## src/rtl/pc_step_conditioner.sv

```systemverilog
//==============================================================================
// pc_step_conditioner : synchronises/debounces the step button and freezes the
//                       op/jump switches, emitting one step_o pulse per press.
// Rev 1.0
//==============================================================================
`default_nettype none

module pc_step_conditioner #(
    parameter int W        = 4,
    parameter int DEB_CYC  = 100000,
    parameter int HOLD_CYC = 5000000,
    parameter int REP_CYC  = 2000000
) (
    input  logic         clk_i,
    input  logic         rst_i,
    input  logic         btn_i,
    input  logic [1:0]   pcop_i,
    input  logic [W-1:0] salto_i,
    output logic         step_o,
    output logic [1:0]   pcop_o,
    output logic [W-1:0] salto_o,
    output logic         held_o
);

    localparam int c_MAX0 = (DEB_CYC > HOLD_CYC) ? DEB_CYC : HOLD_CYC;
    localparam int c_MAX1 = (c_MAX0 > REP_CYC) ? c_MAX0 : REP_CYC;
    localparam int c_CW   = (c_MAX1 > 0) ? $clog2(c_MAX1 + 1) : 1;

    localparam logic [c_CW-1:0] c_DEB_LAST  = c_CW'((DEB_CYC  > 0) ? DEB_CYC  - 1 : 0);
    localparam logic [c_CW-1:0] c_HOLD_LAST = c_CW'((HOLD_CYC > 0) ? HOLD_CYC - 1 : 0);
    // A repeat period of 1 would give back-to-back pulses; clamp to 2.
    localparam logic [c_CW-1:0] c_REP_LAST  = c_CW'((REP_CYC  > 1) ? REP_CYC  - 1 : 1);
    localparam bit              c_REP_EN    = (HOLD_CYC > 0) && (REP_CYC > 0);

    typedef enum logic [2:0] {
        S_IDLE      = 3'd0,
        S_DEB_PRESS = 3'd1,
        S_PRESSED   = 3'd2,
        S_REPEAT    = 3'd3,
        S_DEB_REL   = 3'd4
    } state_t;

    state_t          r_state;
    logic            r_ret_rep;
    logic [c_CW-1:0] r_cnt;
    logic [c_CW-1:0] r_dcnt;
    logic            r_btn_s1, r_btn_s2;
    logic [1:0]      r_pcop_s1, r_pcop_s2;
    logic [W-1:0]    r_salto_s1, r_salto_s2;
    logic            r_step;
    logic [1:0]      r_pcop;
    logic [W-1:0]    r_salto;
    logic            r_held;

    logic [c_CW-1:0] w_cnt_inc;
    logic [c_CW-1:0] w_dcnt_inc;

    assign w_cnt_inc  = (r_cnt  == {c_CW{1'b1}}) ? r_cnt  : r_cnt  + c_CW'(1);
    assign w_dcnt_inc = (r_dcnt == {c_CW{1'b1}}) ? r_dcnt : r_dcnt + c_CW'(1);

    always_ff @(posedge clk_i or negedge rst_i) begin
        if (!rst_i) begin
            r_state    <= S_IDLE;
            r_ret_rep  <= 1'b0;
            r_cnt      <= '0;
            r_dcnt     <= '0;
            r_btn_s1   <= 1'b0;
            r_btn_s2   <= 1'b0;
            r_pcop_s1  <= '0;
            r_pcop_s2  <= '0;
            r_salto_s1 <= '0;
            r_salto_s2 <= '0;
            r_step     <= 1'b0;
            r_pcop     <= '0;
            r_salto    <= '0;
            r_held     <= 1'b0;
        end else begin
            r_btn_s1   <= btn_i;
            r_btn_s2   <= r_btn_s1;
            r_pcop_s1  <= pcop_i;
            r_pcop_s2  <= r_pcop_s1;
            r_salto_s1 <= salto_i;
            r_salto_s2 <= r_salto_s1;
            r_step     <= 1'b0;

            case (r_state)
                S_IDLE: begin
                    if (r_btn_s2) begin
                        r_state <= S_DEB_PRESS;
                        r_dcnt  <= '0;
                    end
                end
                S_DEB_PRESS: begin
                    if (!r_btn_s2) begin
                        r_state <= S_IDLE;
                    end else if (r_dcnt == c_DEB_LAST) begin
                        r_state <= S_PRESSED;
                        r_held  <= 1'b1;
                        r_step  <= 1'b1;
                        r_pcop  <= r_pcop_s2;
                        r_salto <= r_salto_s2;
                        r_cnt   <= '0;
                    end else begin
                        r_dcnt  <= w_dcnt_inc;
                    end
                end
                S_PRESSED: begin
                    if (!r_btn_s2) begin
                        r_state   <= S_DEB_REL;
                        r_ret_rep <= 1'b0;
                        r_dcnt    <= '0;
                    end else if (c_REP_EN && (r_cnt == c_HOLD_LAST)) begin
                        r_state <= S_REPEAT;
                        r_step  <= 1'b1;
                        r_pcop  <= r_pcop_s2;
                        r_salto <= r_salto_s2;
                        r_cnt   <= '0;
                    end else begin
                        r_cnt   <= w_cnt_inc;
                    end
                end
                S_REPEAT: begin
                    if (!r_btn_s2) begin
                        r_state   <= S_DEB_REL;
                        r_ret_rep <= 1'b1;
                        r_dcnt    <= '0;
                    end else if (r_cnt == c_REP_LAST) begin
                        r_step  <= 1'b1;
                        r_pcop  <= r_pcop_s2;
                        r_salto <= r_salto_s2;
                        r_cnt   <= '0;
                    end else begin
                        r_cnt   <= w_cnt_inc;
                    end
                end
                S_DEB_REL: begin
                    // A glitch resumes the interrupted state; r_cnt was left frozen.
                    if (r_btn_s2) begin
                        r_state <= r_ret_rep ? S_REPEAT : S_PRESSED;
                    end else if (r_dcnt == c_DEB_LAST) begin
                        r_state <= S_IDLE;
                        r_held  <= 1'b0;
                    end else begin
                        r_dcnt  <= w_dcnt_inc;
                    end
                end
                default: begin
                    r_state <= S_IDLE;
                    r_held  <= 1'b0;
                end
            endcase
        end
    end

    assign step_o  = r_step;
    assign pcop_o  = r_pcop;
    assign salto_o = r_salto;
    assign held_o  = r_held;

endmodule

`default_nettype wire

```

## config.mk

```make
export PLATFORM = sky130hd
export DESIGN_NAME = pc_step_conditioner
export DESIGN_NICKNAME = d
export VERILOG_FILES = /design/src/rtl/pc_step_conditioner.sv
export SDC_FILE = /design/constraint.sdc
export NUM_CORES = 1
export LEC_CHECK = 0
export CORE_MARGIN = 8
export CORE_UTILIZATION = 35
export DETAILED_ROUTE_END_ITERATION = 6
export HOLD_SLACK_MARGIN = 0.12
export RECOVER_POWER = 25
export SLEW_MARGIN = 20
export SYNTH_ARGS = -nofsm -noshare
export SYNTH_HDL_FRONTEND = slang
export SYNTH_SLANG_ARGS = --single-unit
```

## constraint.sdc

```tcl
create_clock -name clk_i -period 2.2 [get_ports clk_i]
set_clock_uncertainty 0.2 [all_clocks]
set_input_delay 0.33 -clock clk_i [delete_from_list [all_inputs] [get_ports clk_i]]
set_output_delay 0.33 -clock clk_i [all_outputs]
set_load 0.05 [all_outputs]
```

==> impl_metrics.json <==
{
  "synth_top_cell_by_area": "dfrtp_1",
  "drv_cap": 0,
  "start_util_pct": 35.9,
  "finalCritPeriodShare_pct": 98.8,
  "area_growth_pct": 26.9,
  "die_width_um": 122,
  "grt_max_degree": 53,
  "clock_latency_ns": 0.35,
  "timing.rr.end": "r_cnt[14]",
  "cts_root_buf": "clkbuf_8",
  "route.detailed.drc": 0,
  "gr-total-overflow": 0,
  "worstPathMaxFanout": 10,
  "min_period_ns": 2.17,
  "syn_inst": 395,
  "clkPwrFrac_pct": 42.6,
  "routed_wl_um": 9480,
  "hp-start": "r_salto_s1[0]",
  "synth_seq_cells": 72,
  "power.switching_mw": 0.646,
  "cts_buffer_depth": 2,
  "crit_path_end_kind": "register",
  "die_area_mm2": 0.0148,
  "worstSetupPathType": "reg -> reg",
  "drt_pass1_iterations": 4,
  "min_delay_path_depth": 0,
  "worstPathRequired_ns": 2.29,
  "final-setup-viol-count": 0,
  "io_pins": 17,
  "die_y_um": 122,
  "power_density_mw_per_mm2": 530,
  "tightest_slew_ns": 1.26,
  "power.leakage_nw": 2.10,
  "hold_slack_ns": 0.154,
  "drtAntennaViolNets": 0,
  "synthFlopType": "dfrtp_1",
  "fmax_mhz": 460,
  "reg2reg_depth": 9,
  "rsz0062_at_grt": "yes",
  "path_buf_inv": 2,
  "hold_violations": 0,
  "power_frac_comb_pct": 5.5,
  "min_to": "r_salto_s2[0]",
  "cts_tree": "done",
  "r2r_slack_ns": 0.03,
  "swShare_pct": 24.6,
  "grt_use_met3_pct": 3.29,
  "drv_slew": 0,
  "crit_chain": "ha_2 -> nand3_2 -> or4_4 -> o31ai_4 -> buf_12 -> buf_6 -> nand3_1 -> xor2_1 -> nor2_1",
  "yosysWarnings": 0,
  "numCtsBuffers": 9,
  "grt_pass1_vias": 3326,
  "placeableCoreArea_mm2": 0.0109,
  "drt_iter0_drc": 208,
  "layout-drive-gt1-share_pct": 25.5,
  "via_per_inst": 5.38,
  "gp_congestion": 0.963,
  "hold_path_class": "reg -> reg",
  "power_frac_seq_pct": 52.0,
  "slew-limit-headroom_pct": 16.3,
  "synth_edf_count": 0,
  "clk_pin_slew_ns": 0.08,
  "arrival_ns": 2.27,
  "grt_antenna_before_repair": 0,
  "portBuffers": 16,
  "grt-busiest-layer": "met2",
  "peakVddDrop_uv": 346,
  "use_met1_pct": 18.4,
  "clock-sinks": 72,
  "critPathTopFamily": "simple AND/OR/NAND/NOR gates",
  "synth.area.top_cells": "dfrtp_1 46%, xor2_1 5.6%, nand4_1 4.2%",
  "async_flop_share_pct": 100,
  "vias": 3265,
  "synthDistinctLibCells": 51,
  "post_drt_wl_per_cell_um": 15.6,
  "yosys.area.top_type_share_pct": 46.1,
  "grt_util_all_layers_pct": 13.8,
  "cpMaxStageDelayCell": "or4_4",
  "dp_hpwl_um": 6800,
  "synth_nets": 406,
  "syn_area_per_cell_um2": 9.90,
  "fillers": 1028,
  "h-tree-depth": 3,
  "status": "complete, no violations",
  "grt_pass1_wl_um": 16600,
  "reg2reg_from": "r_dcnt[0]",
  "slowest_delay_ns": 0.44,
  "use_met2_pct": 21.7,
  "layout.nets": 473,
  "finalPower_mw": 2.63,
  "syn_area_mm2": 0.00391,
  "seq_area_frac_synth_pct": 46.1,
  "p_int_mw": 1.98,
  "rows": 38,
  "diodes": 0,
  "cp-start-kind": "register"
}
## repair_timing
item / CTS / global route
cloned: 0 / 0
endpoints found under the setup margin: 8 / 47
endpoints found under the hold margin: 72 / 0
resized for setup: 4 / 21
pin swaps: 0 / 5
buffers inserted: 1 / 5
hold buffers: 1 / 0
## metrics by stage
| step | instance area, um2 | std cells | setup slack [ns] | setup TNS (ns) | utilization (%) |
|---|---|---|---|---|---|
| 2_1_floorplan | 3910 | 395 | 0.0346 | 0 | - |
| 3_3_place_gp | 4600 | 584 | 0.0209 | 0 | 42.2 |
| 3_5_place_dp | 4600 | 584 | -0.0413 | -0.148 | 42.2 |
| 4_1_cts | 4840 | 602 | -0.00218 | -0.00218 | 44.5 |
| 5_1_grt | 4960 | 607 | -0.0894 | -1.46 | 45.6 |
| 6_report | 4960 | 607 | 0.0260 | 0 | 45.6 |
## registers in the layout (all words and copies together), names as in the netlist
register    flops
pcop_o          2
r_salto_s1      4
r_state         3
r_dcnt         23
r_salto_s2      4
held_o          1
r_ret_rep       1
r_pcop_s1       2
r_btn_s2        1
r_cnt          23
salto_o         4
r_pcop_s2       2
r_btn_s1        1
step_o          1
## cells in the mapped netlist (6+ instances only)
master and count:
buf_2 9, or3_1 6, xor2_1 25, nand2_1 22
a21oi_1 16, dfrtp_1 72, nand3_1 28, mux2_4 6
inv_1 8, and3_1 13, nand4_1 26, nor2b_1 8
and2_1 6, o21ai_0 8, a31oi_1 10, nor4_1 8
and4_1 10, a211oi_1 6, nor2_1 41
## cells by family (layout without fill, tap and decap cells)
group,count (synthesis),in the layout,synth area share (%)
AOI/OAI and AO/OA,52,52,8.61
xor gates and xnor gates,30,30,6.72
adders and majority gates,2,2,0.640
buffers and inverters,25,97,3.17
DFF,72,72,46.1
muxes,9,9,3.11
and+or+nand+nor,205,205,31.7
## layout by cell type, fill, tap and decap left out, drive strengths merged, types with 10 or more instances in the layout
master	instances
nand2	22
nor2	46
a31oi	10
and3	13
dfrtp	72
buf	56
inv	12
nand4	29
nor4	11
a21oi	17
nand3	31
xor2	25
and4	10
o21ai	11
clkbuf	11
## worst register-to-register path, cell delays in order (launching register included)
cell	delay, ns
dfrtp_1	0.36
ha_2	0.20
nand3_2	0.08
or4_4	0.44
o31ai_4	0.25
buf_12	0.17
buf_6	0.10
nand3_1	0.08
xor2_1	0.15
nor2_1	0.09
## layer usage
| metal | share of wire (%) | routed length, um |
|---|---|---|
| met2 | 47 | 4430 |
| met5 | 0 | 0 |
| met4 | 1.2 | 111 |
| met3 | 4.5 | 427 |
| met1 | 48 | 4510 |
## worst max-delay path by stage
stage,from,end,slack [ns],cells after the start
2_1_floorplan,r_dcnt[0],r_dcnt[21],0.03,8
3_3_place_gp,r_cnt[7],r_cnt[19],0.02,7
3_5_place_dp,r_dcnt[0],r_cnt[13],-0.04,8
4_1_cts,r_dcnt[0],r_cnt[14],-0.002,9
5_1_grt,r_dcnt[0],r_cnt[19],-0.09,8
6_report,r_dcnt[0],r_cnt[14],0.03,9
## power groups by stage
stage	registers, mW	logic, mW	clock network, mW
after global routing	1.37	0.163	1.22
after CTS	1.37	0.140	1.17
after detailed placement	1.39	0.136	0
final	1.37	0.143	1.12
after floorplan	1.39	0.0502	0
after global placement	1.39	0.131	0
## area by class of cell
class / instances / area (um2) / share of cell area [%]
inverter: 8 / 30.0 / 0.605
clock buffer: 10 / 138 / 2.77
sequential: 72 / 1810 / 36.5
multi-input combinational: 298 / 2070 / 41.6
timing repair buffer: 73 / 671 / 13.5
clock inverter: 6 / 72.6 / 1.46
tap: 140 / 175 / 3.53
Power figures use the tool's default switching activity.
